`config.mk`:
```
export PLATFORM = sky130hd
export DESIGN_NAME = dma_seq_ctrl_flat
export DESIGN_NICKNAME = d
export VERILOG_FILES = /design/src/rtl/dma_seq_ctrl_if.sv /design/src/rtl/dma_seq_ctrl.sv /design/src/flat_wrapper.sv
export SDC_FILE = /design/constraint.sdc
export NUM_CORES = 1
export LEC_CHECK = 0
export ABC_AREA = 1
export CORE_MARGIN = 4
export CORE_UTILIZATION = 38
export DETAILED_ROUTE_END_ITERATION = 10
export PLACE_DENSITY_LB_ADDON = 0.15
export RECOVER_POWER = 50
export SYNTH_ARGS = -nofsm -noshare
export SYNTH_HDL_FRONTEND = slang
export SYNTH_SLANG_ARGS = --single-unit
```
`constraint.sdc`:
```
create_clock -name clk -period 11.4 [get_ports clk]
set_input_delay 2.28 -clock clk [delete_from_list [all_inputs] [get_ports clk]]
set_output_delay 2.28 -clock clk [all_outputs]
set_load 0.05 [all_outputs]
```
`src/rtl/dma_seq_ctrl_if.sv`:
```
// Register-bus bundle shared by the host port and the dma_engine master port.
// The master drives the request; the slave returns combinational read data.
interface dma_seq_ctrl_if;
    logic        req_valid;
    logic        req_write;
    logic [31:0] req_addr;
    logic [31:0] req_wdata;
    logic [3:0]  req_wstrb;
    logic [31:0] rdata;

    modport master (output req_valid, req_write, req_addr, req_wdata, req_wstrb, input rdata);
    modport slave  (input req_valid, req_write, req_addr, req_wdata, req_wstrb, output rdata);
endinterface

```
`src/rtl/dma_seq_ctrl.sv`:
```
// Descriptor-chain sequencer: walks up to NUM_DESC (src, len) descriptors,
// programming, starting, polling and clearing dma_engine for each in turn.
module dma_seq_ctrl #(
    parameter int NUM_DESC    = 4,
    parameter int TIMEOUT_CYC = 4096
) (
    input  logic           clk,
    input  logic           rst,
    dma_seq_ctrl_if.slave  host,
    dma_seq_ctrl_if.master dma,
    output logic           seq_busy,
    output logic           seq_irq
);

    localparam int              IW       = (NUM_DESC > 1) ? $clog2(NUM_DESC) : 1;
    localparam int              TW       = $clog2(TIMEOUT_CYC + 1);
    localparam logic [TW-1:0]   TMO_LIM  = TW'(TIMEOUT_CYC);
    localparam logic [TW-1:0]   TMO_ONE  = TW'(1);
    localparam logic [3:0]      ND_CNT   = 4'(NUM_DESC);
    localparam logic [4:0]      ND_SLOTS = 5'(NUM_DESC);

    typedef enum logic [2:0] {
        S_IDLE, S_CLR0, S_WR_SRC, S_WR_LEN, S_WR_GO, S_POLL, S_CLR, S_NEXT
    } state_t;

    state_t          state_r, state_s;
    logic [3:0]      idx_r, idx_s;
    logic [3:0]      completed_r, completed_s;
    logic [TW-1:0]   tmo_cnt_r, tmo_cnt_s;
    logic            poll_err_r, poll_err_s;
    logic [3:0]      count_r;
    logic            done_r, err_dma_r, err_tmo_r, aborted_r, abort_pend_r;
    logic [31:0]     desc_src_r [NUM_DESC];
    logic [31:0]     desc_len_r [NUM_DESC];

    logic            set_done_s, set_err_dma_s, set_err_tmo_s, set_aborted_s, clr_flags_s;
    logic            m_wr_s;
    logic [31:0]     m_addr_s, m_wdata_s;
    logic [7:0]      addr_s, d_off_s;
    logic [IW-1:0]   d_idx_s;
    logic            wr_s, ctrl_wr_s, start_s, abort_s, busy_s;
    logic            desc_hit_s, desc_is_len_s, desc_wr_s, count_wr_s;
    logic            unused_s;

    function automatic logic [31:0] merge_bytes(input logic [31:0] old_v,
                                                input logic [31:0] new_v,
                                                input logic [3:0]  strb);
        logic [31:0] res;
        for (int b = 0; b < 4; b++) begin
            res[b*8 +: 8] = strb[b] ? new_v[b*8 +: 8] : old_v[b*8 +: 8];
        end
        return res;
    endfunction

    assign addr_s        = host.req_addr[7:0];
    assign d_off_s       = addr_s - 8'h10;
    assign d_idx_s       = d_off_s[IW+2:3];
    assign desc_hit_s    = (addr_s >= 8'h10) && (d_off_s[7:3] < ND_SLOTS) && (addr_s[1:0] == 2'b00);
    assign desc_is_len_s = addr_s[2];
    assign busy_s        = (state_r != S_IDLE);
    assign wr_s          = host.req_valid && host.req_write;
    assign ctrl_wr_s     = wr_s && (addr_s == 8'h00);
    assign start_s       = ctrl_wr_s && host.req_wdata[0];
    assign abort_s       = ctrl_wr_s && host.req_wdata[4];
    assign desc_wr_s     = wr_s && desc_hit_s && !busy_s;
    assign count_wr_s    = wr_s && (addr_s == 8'h04) && !busy_s;
    assign seq_busy      = busy_s;
    assign seq_irq       = done_r;
    assign unused_s      = ^{host.req_addr[31:8], dma.rdata[31:4], dma.rdata[0]};

    assign dma.req_valid = m_wr_s;
    assign dma.req_write = m_wr_s;
    assign dma.req_addr  = m_addr_s;
    assign dma.req_wdata = m_wdata_s;
    assign dma.req_wstrb = m_wr_s ? 4'hF : 4'h0;

    // Host read mux; unmapped offsets return zero.
    always_comb begin
        host.rdata = 32'd0;
        case (addr_s)
            8'h00:   host.rdata = {25'd0, aborted_r, err_tmo_r, 1'b0, busy_s, err_dma_r, done_r, 1'b0};
            8'h04:   host.rdata = {28'd0, count_r};
            8'h08:   host.rdata = {12'd0, completed_r, 12'd0, idx_r};
            default: begin
                if (desc_hit_s) begin
                    host.rdata = desc_is_len_s ? desc_len_r[d_idx_s] : desc_src_r[d_idx_s];
                end else begin
                    host.rdata = 32'd0;
                end
            end
        endcase
    end

    // Next-state, sequencing datapath and the single master access of this cycle.
    always_comb begin
        state_s       = state_r;
        idx_s         = idx_r;
        completed_s   = completed_r;
        tmo_cnt_s     = tmo_cnt_r;
        poll_err_s    = poll_err_r;
        set_done_s    = 1'b0;
        set_err_dma_s = 1'b0;
        set_err_tmo_s = 1'b0;
        set_aborted_s = 1'b0;
        clr_flags_s   = 1'b0;
        m_wr_s        = 1'b0;
        m_addr_s      = 32'd0;
        m_wdata_s     = 32'd0;
        case (state_r)
            S_IDLE: begin
                if (!start_s) begin
                    state_s = S_IDLE;
                end else if (count_r == 4'd0) begin
                    set_done_s = 1'b1;
                end else if (count_r > ND_CNT) begin
                    set_done_s    = 1'b1;
                    set_err_dma_s = 1'b1;
                end else begin
                    clr_flags_s = 1'b1;
                    idx_s       = 4'd0;
                    completed_s = 4'd0;
                    state_s     = S_CLR0;
                end
            end
            S_CLR0: begin
                m_wr_s    = 1'b1;
                m_addr_s  = 32'h0000_0008;
                m_wdata_s = 32'h0000_0006;
                state_s   = S_WR_SRC;
            end
            S_WR_SRC: begin
                m_wr_s    = 1'b1;
                m_addr_s  = 32'h0000_0000;
                m_wdata_s = desc_src_r[idx_r[IW-1:0]];
                state_s   = S_WR_LEN;
            end
            S_WR_LEN: begin
                m_wr_s    = 1'b1;
                m_addr_s  = 32'h0000_0004;
                m_wdata_s = desc_len_r[idx_r[IW-1:0]];
                state_s   = S_WR_GO;
            end
            S_WR_GO: begin
                m_wr_s    = 1'b1;
                m_addr_s  = 32'h0000_0008;
                m_wdata_s = 32'h0000_0001;
                tmo_cnt_s = {TW{1'b0}};
                state_s   = S_POLL;
            end
            S_POLL: begin
                m_addr_s = 32'h0000_0008;
                if (dma.rdata[1] && !dma.rdata[3]) begin
                    poll_err_s = dma.rdata[2];
                    state_s    = S_CLR;
                end else begin
                    tmo_cnt_s = tmo_cnt_r + TMO_ONE;
                    // Timeout leaves dma_engine running; no clearing write is issued.
                    if (tmo_cnt_s == TMO_LIM) begin
                        set_err_tmo_s = 1'b1;
                        set_done_s    = 1'b1;
                        state_s       = S_IDLE;
                    end else begin
                        state_s = S_POLL;
                    end
                end
            end
            S_CLR: begin
                m_wr_s    = 1'b1;
                m_addr_s  = 32'h0000_0008;
                m_wdata_s = 32'h0000_0006;
                if (poll_err_r) begin
                    set_err_dma_s = 1'b1;
                    set_done_s    = 1'b1;
                    state_s       = S_IDLE;
                end else begin
                    completed_s = completed_r + 4'd1;
                    state_s     = S_NEXT;
                end
            end
            S_NEXT: begin
                if (abort_pend_r) begin
                    set_aborted_s = 1'b1;
                    set_done_s    = 1'b1;
                    state_s       = S_IDLE;
                end else if ((idx_r + 4'd1) == count_r) begin
                    set_done_s = 1'b1;
                    state_s    = S_IDLE;
                end else begin
                    idx_s   = idx_r + 4'd1;
                    state_s = S_WR_SRC;
                end
            end
            default: begin
                state_s = S_IDLE;
            end
        endcase
    end

    // FSM state and sequencing datapath registers.
    always_ff @(posedge clk or posedge rst) begin
        if (rst) begin
            state_r     <= S_IDLE;
            idx_r       <= 4'd0;
            completed_r <= 4'd0;
            tmo_cnt_r   <= {TW{1'b0}};
            poll_err_r  <= 1'b0;
        end else begin
            state_r     <= state_s;
            idx_r       <= idx_s;
            completed_r <= completed_s;
            tmo_cnt_r   <= tmo_cnt_s;
            poll_err_r  <= poll_err_s;
        end
    end

    // Sticky status flags (hardware set beats a same-cycle W1C), count and abort request.
    always_ff @(posedge clk or posedge rst) begin
        if (rst) begin
            done_r       <= 1'b0;
            err_dma_r    <= 1'b0;
            err_tmo_r    <= 1'b0;
            aborted_r    <= 1'b0;
            abort_pend_r <= 1'b0;
            count_r      <= 4'd0;
        end else begin
            if (clr_flags_s) begin
                done_r    <= 1'b0;
                err_dma_r <= 1'b0;
                err_tmo_r <= 1'b0;
                aborted_r <= 1'b0;
            end else begin
                done_r    <= (done_r    & ~(ctrl_wr_s & host.req_wdata[1])) | set_done_s;
                err_dma_r <= (err_dma_r & ~(ctrl_wr_s & host.req_wdata[2])) | set_err_dma_s;
                err_tmo_r <= (err_tmo_r & ~(ctrl_wr_s & host.req_wdata[5])) | set_err_tmo_s;
                aborted_r <= (aborted_r & ~(ctrl_wr_s & host.req_wdata[6])) | set_aborted_s;
            end
            if (state_s == S_IDLE) begin
                abort_pend_r <= 1'b0;
            end else if (abort_s && busy_s) begin
                abort_pend_r <= 1'b1;
            end else begin
                abort_pend_r <= abort_pend_r;
            end
            if (count_wr_s) begin
                count_r <= host.req_wdata[3:0];
            end else begin
                count_r <= count_r;
            end
        end
    end

    // Descriptor table, byte-strobed host writes accepted only while idle.
    always_ff @(posedge clk or posedge rst) begin
        if (rst) begin
            for (int i = 0; i < NUM_DESC; i++) begin
                desc_src_r[i] <= 32'd0;
                desc_len_r[i] <= 32'd0;
            end
        end else if (desc_wr_s) begin
            if (desc_is_len_s) begin
                desc_len_r[d_idx_s] <= merge_bytes(desc_len_r[d_idx_s], host.req_wdata, host.req_wstrb);
            end else begin
                desc_src_r[d_idx_s] <= merge_bytes(desc_src_r[d_idx_s], host.req_wdata, host.req_wstrb);
            end
        end
    end

endmodule

```
`src/flat_wrapper.sv`:
```
// flat-port wrapper written by rule: the top's interface ports become plain ports
module dma_seq_ctrl_flat 
#(
    parameter int NUM_DESC    = 4,
    parameter int TIMEOUT_CYC = 4096
)
  (clk, rst, seq_busy, seq_irq, host_req_valid, host_req_write, host_req_addr, host_req_wdata, host_req_wstrb, host_rdata, dma_req_valid, dma_req_write, dma_req_addr, dma_req_wdata, dma_req_wstrb, dma_rdata);
  dma_seq_ctrl_if host_i ();
  dma_seq_ctrl_if dma_i ();
  input  logic clk;
  input  logic rst;
  output logic seq_busy;
  output logic seq_irq;
  input wire logic [$bits(host_i.req_valid)-1:0] host_req_valid;
  input wire logic [$bits(host_i.req_write)-1:0] host_req_write;
  input wire logic [$bits(host_i.req_addr)-1:0] host_req_addr;
  input wire logic [$bits(host_i.req_wdata)-1:0] host_req_wdata;
  input wire logic [$bits(host_i.req_wstrb)-1:0] host_req_wstrb;
  output wire logic [$bits(host_i.rdata)-1:0] host_rdata;
  output wire logic [$bits(dma_i.req_valid)-1:0] dma_req_valid;
  output wire logic [$bits(dma_i.req_write)-1:0] dma_req_write;
  output wire logic [$bits(dma_i.req_addr)-1:0] dma_req_addr;
  output wire logic [$bits(dma_i.req_wdata)-1:0] dma_req_wdata;
  output wire logic [$bits(dma_i.req_wstrb)-1:0] dma_req_wstrb;
  input wire logic [$bits(dma_i.rdata)-1:0] dma_rdata;
  assign host_i.req_valid = host_req_valid;
  assign host_i.req_write = host_req_write;
  assign host_i.req_addr = host_req_addr;
  assign host_i.req_wdata = host_req_wdata;
  assign host_i.req_wstrb = host_req_wstrb;
  assign host_rdata = host_i.rdata;
  assign dma_req_valid = dma_i.req_valid;
  assign dma_req_write = dma_i.req_write;
  assign dma_req_addr = dma_i.req_addr;
  assign dma_req_wdata = dma_i.req_wdata;
  assign dma_req_wstrb = dma_i.req_wstrb;
  assign dma_i.rdata = dma_rdata;
  dma_seq_ctrl #(.NUM_DESC(NUM_DESC), .TIMEOUT_CYC(TIMEOUT_CYC)) u_core (.clk(clk), .rst(rst), .host(host_i), .dma(dma_i), .seq_busy(seq_busy), .seq_irq(seq_irq));
endmodule
```
==> impl_metrics.ini <==
[critical_path]
crit_path_end = host_rdata[1]
reg2reg_depth = 4
r2r_start = u_core.idx_r[0]$_DFFE_PP0P_
arrival_ns = 7.90
rr_endpoint = u_core.idx_r[0]$_DFFE_PP0P_
crit_path_top_delay_cell = clkbuf_1
worstPathMaxFanout = 32
crit_start = host_req_addr[2]
critPathRequiredTime_ns = 9.12
worstPathCellList = buf_2 -> clkbuf_1 -> inv_1 -> buf_4 -> nor4_1 -> a22oi_1 -> o211ai_1 -> clkdlybuf4s50_1
cpPeakStageDelay_ns = 1.82
regToRegSetupSlack_ns = 8.69
critPathLaunchType = primary input
end_kind = primary output
crit_type = in -> out

[clock_tree]
clock-root-buffer = clkbuf_16
path_clk_slew_ns = 0.06
cts.sinks = 290
cts_max_level = 2
post_cts.repair.setup_buffers = 0
cts_buffers = 36
clk-insertion-delay-late_ns = 0.55
tritoncts = built
cts_buffer_depth = 3
cts_resized = 0
postCtsHoldBufs = 0

[synthesis]
synth_compound_area_share_pct = 27.4
synth_fa_ha_area_share_pct = 0.390
synth_seq_area_share_pct = 45.3
yosys.area.top_type = dfrtp_1
synth.cells.most_frequent = nand2_1, dfrtp_1, o21ai_1, o21ai_0, nor2_1
synthArstFlopShare_pct = 100
synth.avg_cell_area_um2 = 7.62
yosysWarnings = 0
synthXorXnorAreaFrac_pct = 0.437
synthSimpleGateAreaFrac_pct = 18.1
synth_edf_count = 0
synth_ff_type = dfrtp_1
synth_top_family_by_area = compound AO/OA/AOI/OAI gates
muxShareOfSynthArea_pct = 0
syn_inst = 2102
synth.most_common_cell = nand2_1
yosysTopAreaCellShare_pct = 45.3
synth_area_mm2 = 0.0160
synth_cell_type_count = 37
ys_ff_latch = 290
synth_area_leaders = dfrtp_1, nand2_1, o21ai_1

[die]
die_w_um = 213
num_rows = 74
initial_core_util_pct = 38.8
core_mm2 = 0.0413
dieHeight_um = 213
ios = 208
die_area_mm2 = 0.0455

[finish]
area_growth_pct = 15.8
multi_input_area_mm2 = 0.00754
fillers = 4205
drive_above_1_share_pct = 4.26
num_antenna_cells = 0
final_nets = 2245
regArea_mm2 = 0.00726
final_cell_area_mm2 = 0.0186

[outcome]
outcome = finished with violations
failed_checks = capacitance limit, slew limit

[timing]
fin_skew_ns = 0.0253
hold_viol = 0
fmax_mhz = 98.3
min_period_ns = 10.18
setup_viol = 0
rsz0062_at_grt = false
whs_ns = 0.482
drv_slew = 330
fin_crit_sh_pct = 89.3
final.setup.tns_ns = 0
max_slew_margin_pct = -228
worst_slew_pin_slew_ns = 4.90
worst_slack_ns = 1.22

[pwr]
p_per_area_mw_per_mm2 = 179
p_leak_uw = 0.00804
power_uw = 3320
ir_drop_uv = 150

[route]
wire_per_inst_um = 21.5
wl_met2_um = 25300
via_per_inst = 5.69
routed_wl_um = 58000
post-route-drc-count = 0
firstDrtPassIters = 6
drtIter0Drc = 1490
drtAntennaViolNets = 0
met1_length_um = 25900
wl_met3_um = 5180
vias = 15300
routed.top_layer = met5

[global_route]
gr-total-overflow = 0
grt_util_all_layers_pct = 25.2
antenna_found_initial = 1
grt_pass1_wl_um = 88600
grt_max_degree = 106
first_global_vias = 14900

[flow_run]
drv_cap = 5

[min_path]
hold_class = reg -> reg

[placed_design]
port_buffers = 124
hpwl_um = 33900
gp_congestion = 0.894
placedInstanceArea_mm2 = 0.0174
place_ws_ns = 2.49
## worst min path at each step
stage,from,end,slack [ns],depth (start not counted)
final,u_core.desc_src_r[114]$_DFFE_PP0P_,u_core.desc_src_r[114]$_DFFE_PP0P_,0.48,2
after global routing,u_core.desc_len_r[98]$_DFFE_PP0P_,u_core.desc_len_r[98]$_DFFE_PP0P_,0.50,2
after CTS,u_core.desc_src_r[112]$_DFFE_PP0P_,u_core.desc_src_r[112]$_DFFE_PP0P_,0.49,2
after detailed placement,u_core.desc_src_r[112]$_DFFE_PP0P_,u_core.desc_src_r[112]$_DFFE_PP0P_,0.47,2
after global placement,u_core.desc_len_r[74]$_DFFE_PP0P_,u_core.desc_len_r[74]$_DFFE_PP0P_,0.47,2
after floorplan,u_core.desc_len_r[83]$_DFFE_PP0P_,u_core.desc_len_r[83]$_DFFE_PP0P_,0.45,2
## placed cells by master, fill, tap and decap left out, types with 8 or more instances in the layout
cell type	n
o22ai_1	43
clkdlybuf4s50_1	117
nand2_1	518
a22oi_1	87
buf_4	14
a21oi_1	118
a22o_1	30
nand3_1	31
nor2_1	147
nand2_4	9
clkbuf_8	8
o21ai_0	221
inv_1	121
clkbuf_1	12
dfrtp_1	288
conb_1	30
a221oi_1	8
o21ai_1	236
o211ai_1	25
clkbuf_16	38
## flip-flops by register name, summed over array words and instances (netlist names)
| name | cells |
|---|---|
| u_core.err_tmo_r | 1 |
| u_core.seq_irq | 1 |
| u_core.state_r | 3 |
| u_core.count_r | 4 |
| u_core.aborted_r | 1 |
| u_core.desc_len_r | 128 |
| u_core.completed_r | 4 |
| u_core.err_dma_r | 1 |
| u_core.tmo_cnt_r | 13 |
| u_core.abort_pend_r | 1 |
| u_core.idx_r | 4 |
| u_core.desc_src_r | 128 |
| u_core.poll_err_r | 1 |
## critical path, delay by kind of cell
| kind | cells | cell delay [ns] |
|---|---|---|
| AOI/OAI and AO/OA | 2 | 0.38 |
| and+or+nand+nor | 1 | 0.74 |
| buffers and inverters | 5 | 4.44 |
## kinds of logic (layout without fill, tap and decap cells)
kind of cell    after synthesis  count (layout)
simple gates                721             721
compound gates              776             776
flops                       290             290
other cells                   1              30
fa+ha+maj                     5               5
buf+inv                     301             332
xor+xnor                      8               8
## through the flow
stage | util [%] | instances
after floorplan | - | 2131
after global placement | 42.0 | 2630
final | 44.9 | 2694
after detailed placement | 42.0 | 2630
after global routing | 44.9 | 2694
after CTS | 45.1 | 2694
## power breakdown
group          switching (uW)  internal [uW]  leakage, uW  total, uW
sequential               75.4           1080      0.00401       1150
clock                     464            752     0.000618       1220
combinational             683            270      0.00342        953
## cell type report
type | instances | area share, %
tap | 532 | 3.59
sequential | 290 | 39.1
clock buffer | 54 | 5.88
inverter | 126 | 2.56
clock inverter | 10 | 0.870
timing repair buffer | 142 | 7.31
multi-input combinational | 1540 | 40.6
## routing by layer
layer  global-route usage (%)  vias to the layer above
met5                        0                        -
met4                     7.31                        2
met3                     5.66                      104
met2                     38.8                      688
met1                     35.9                     7367
li1                         -                     7176
Power figures use the tool's default switching activity.
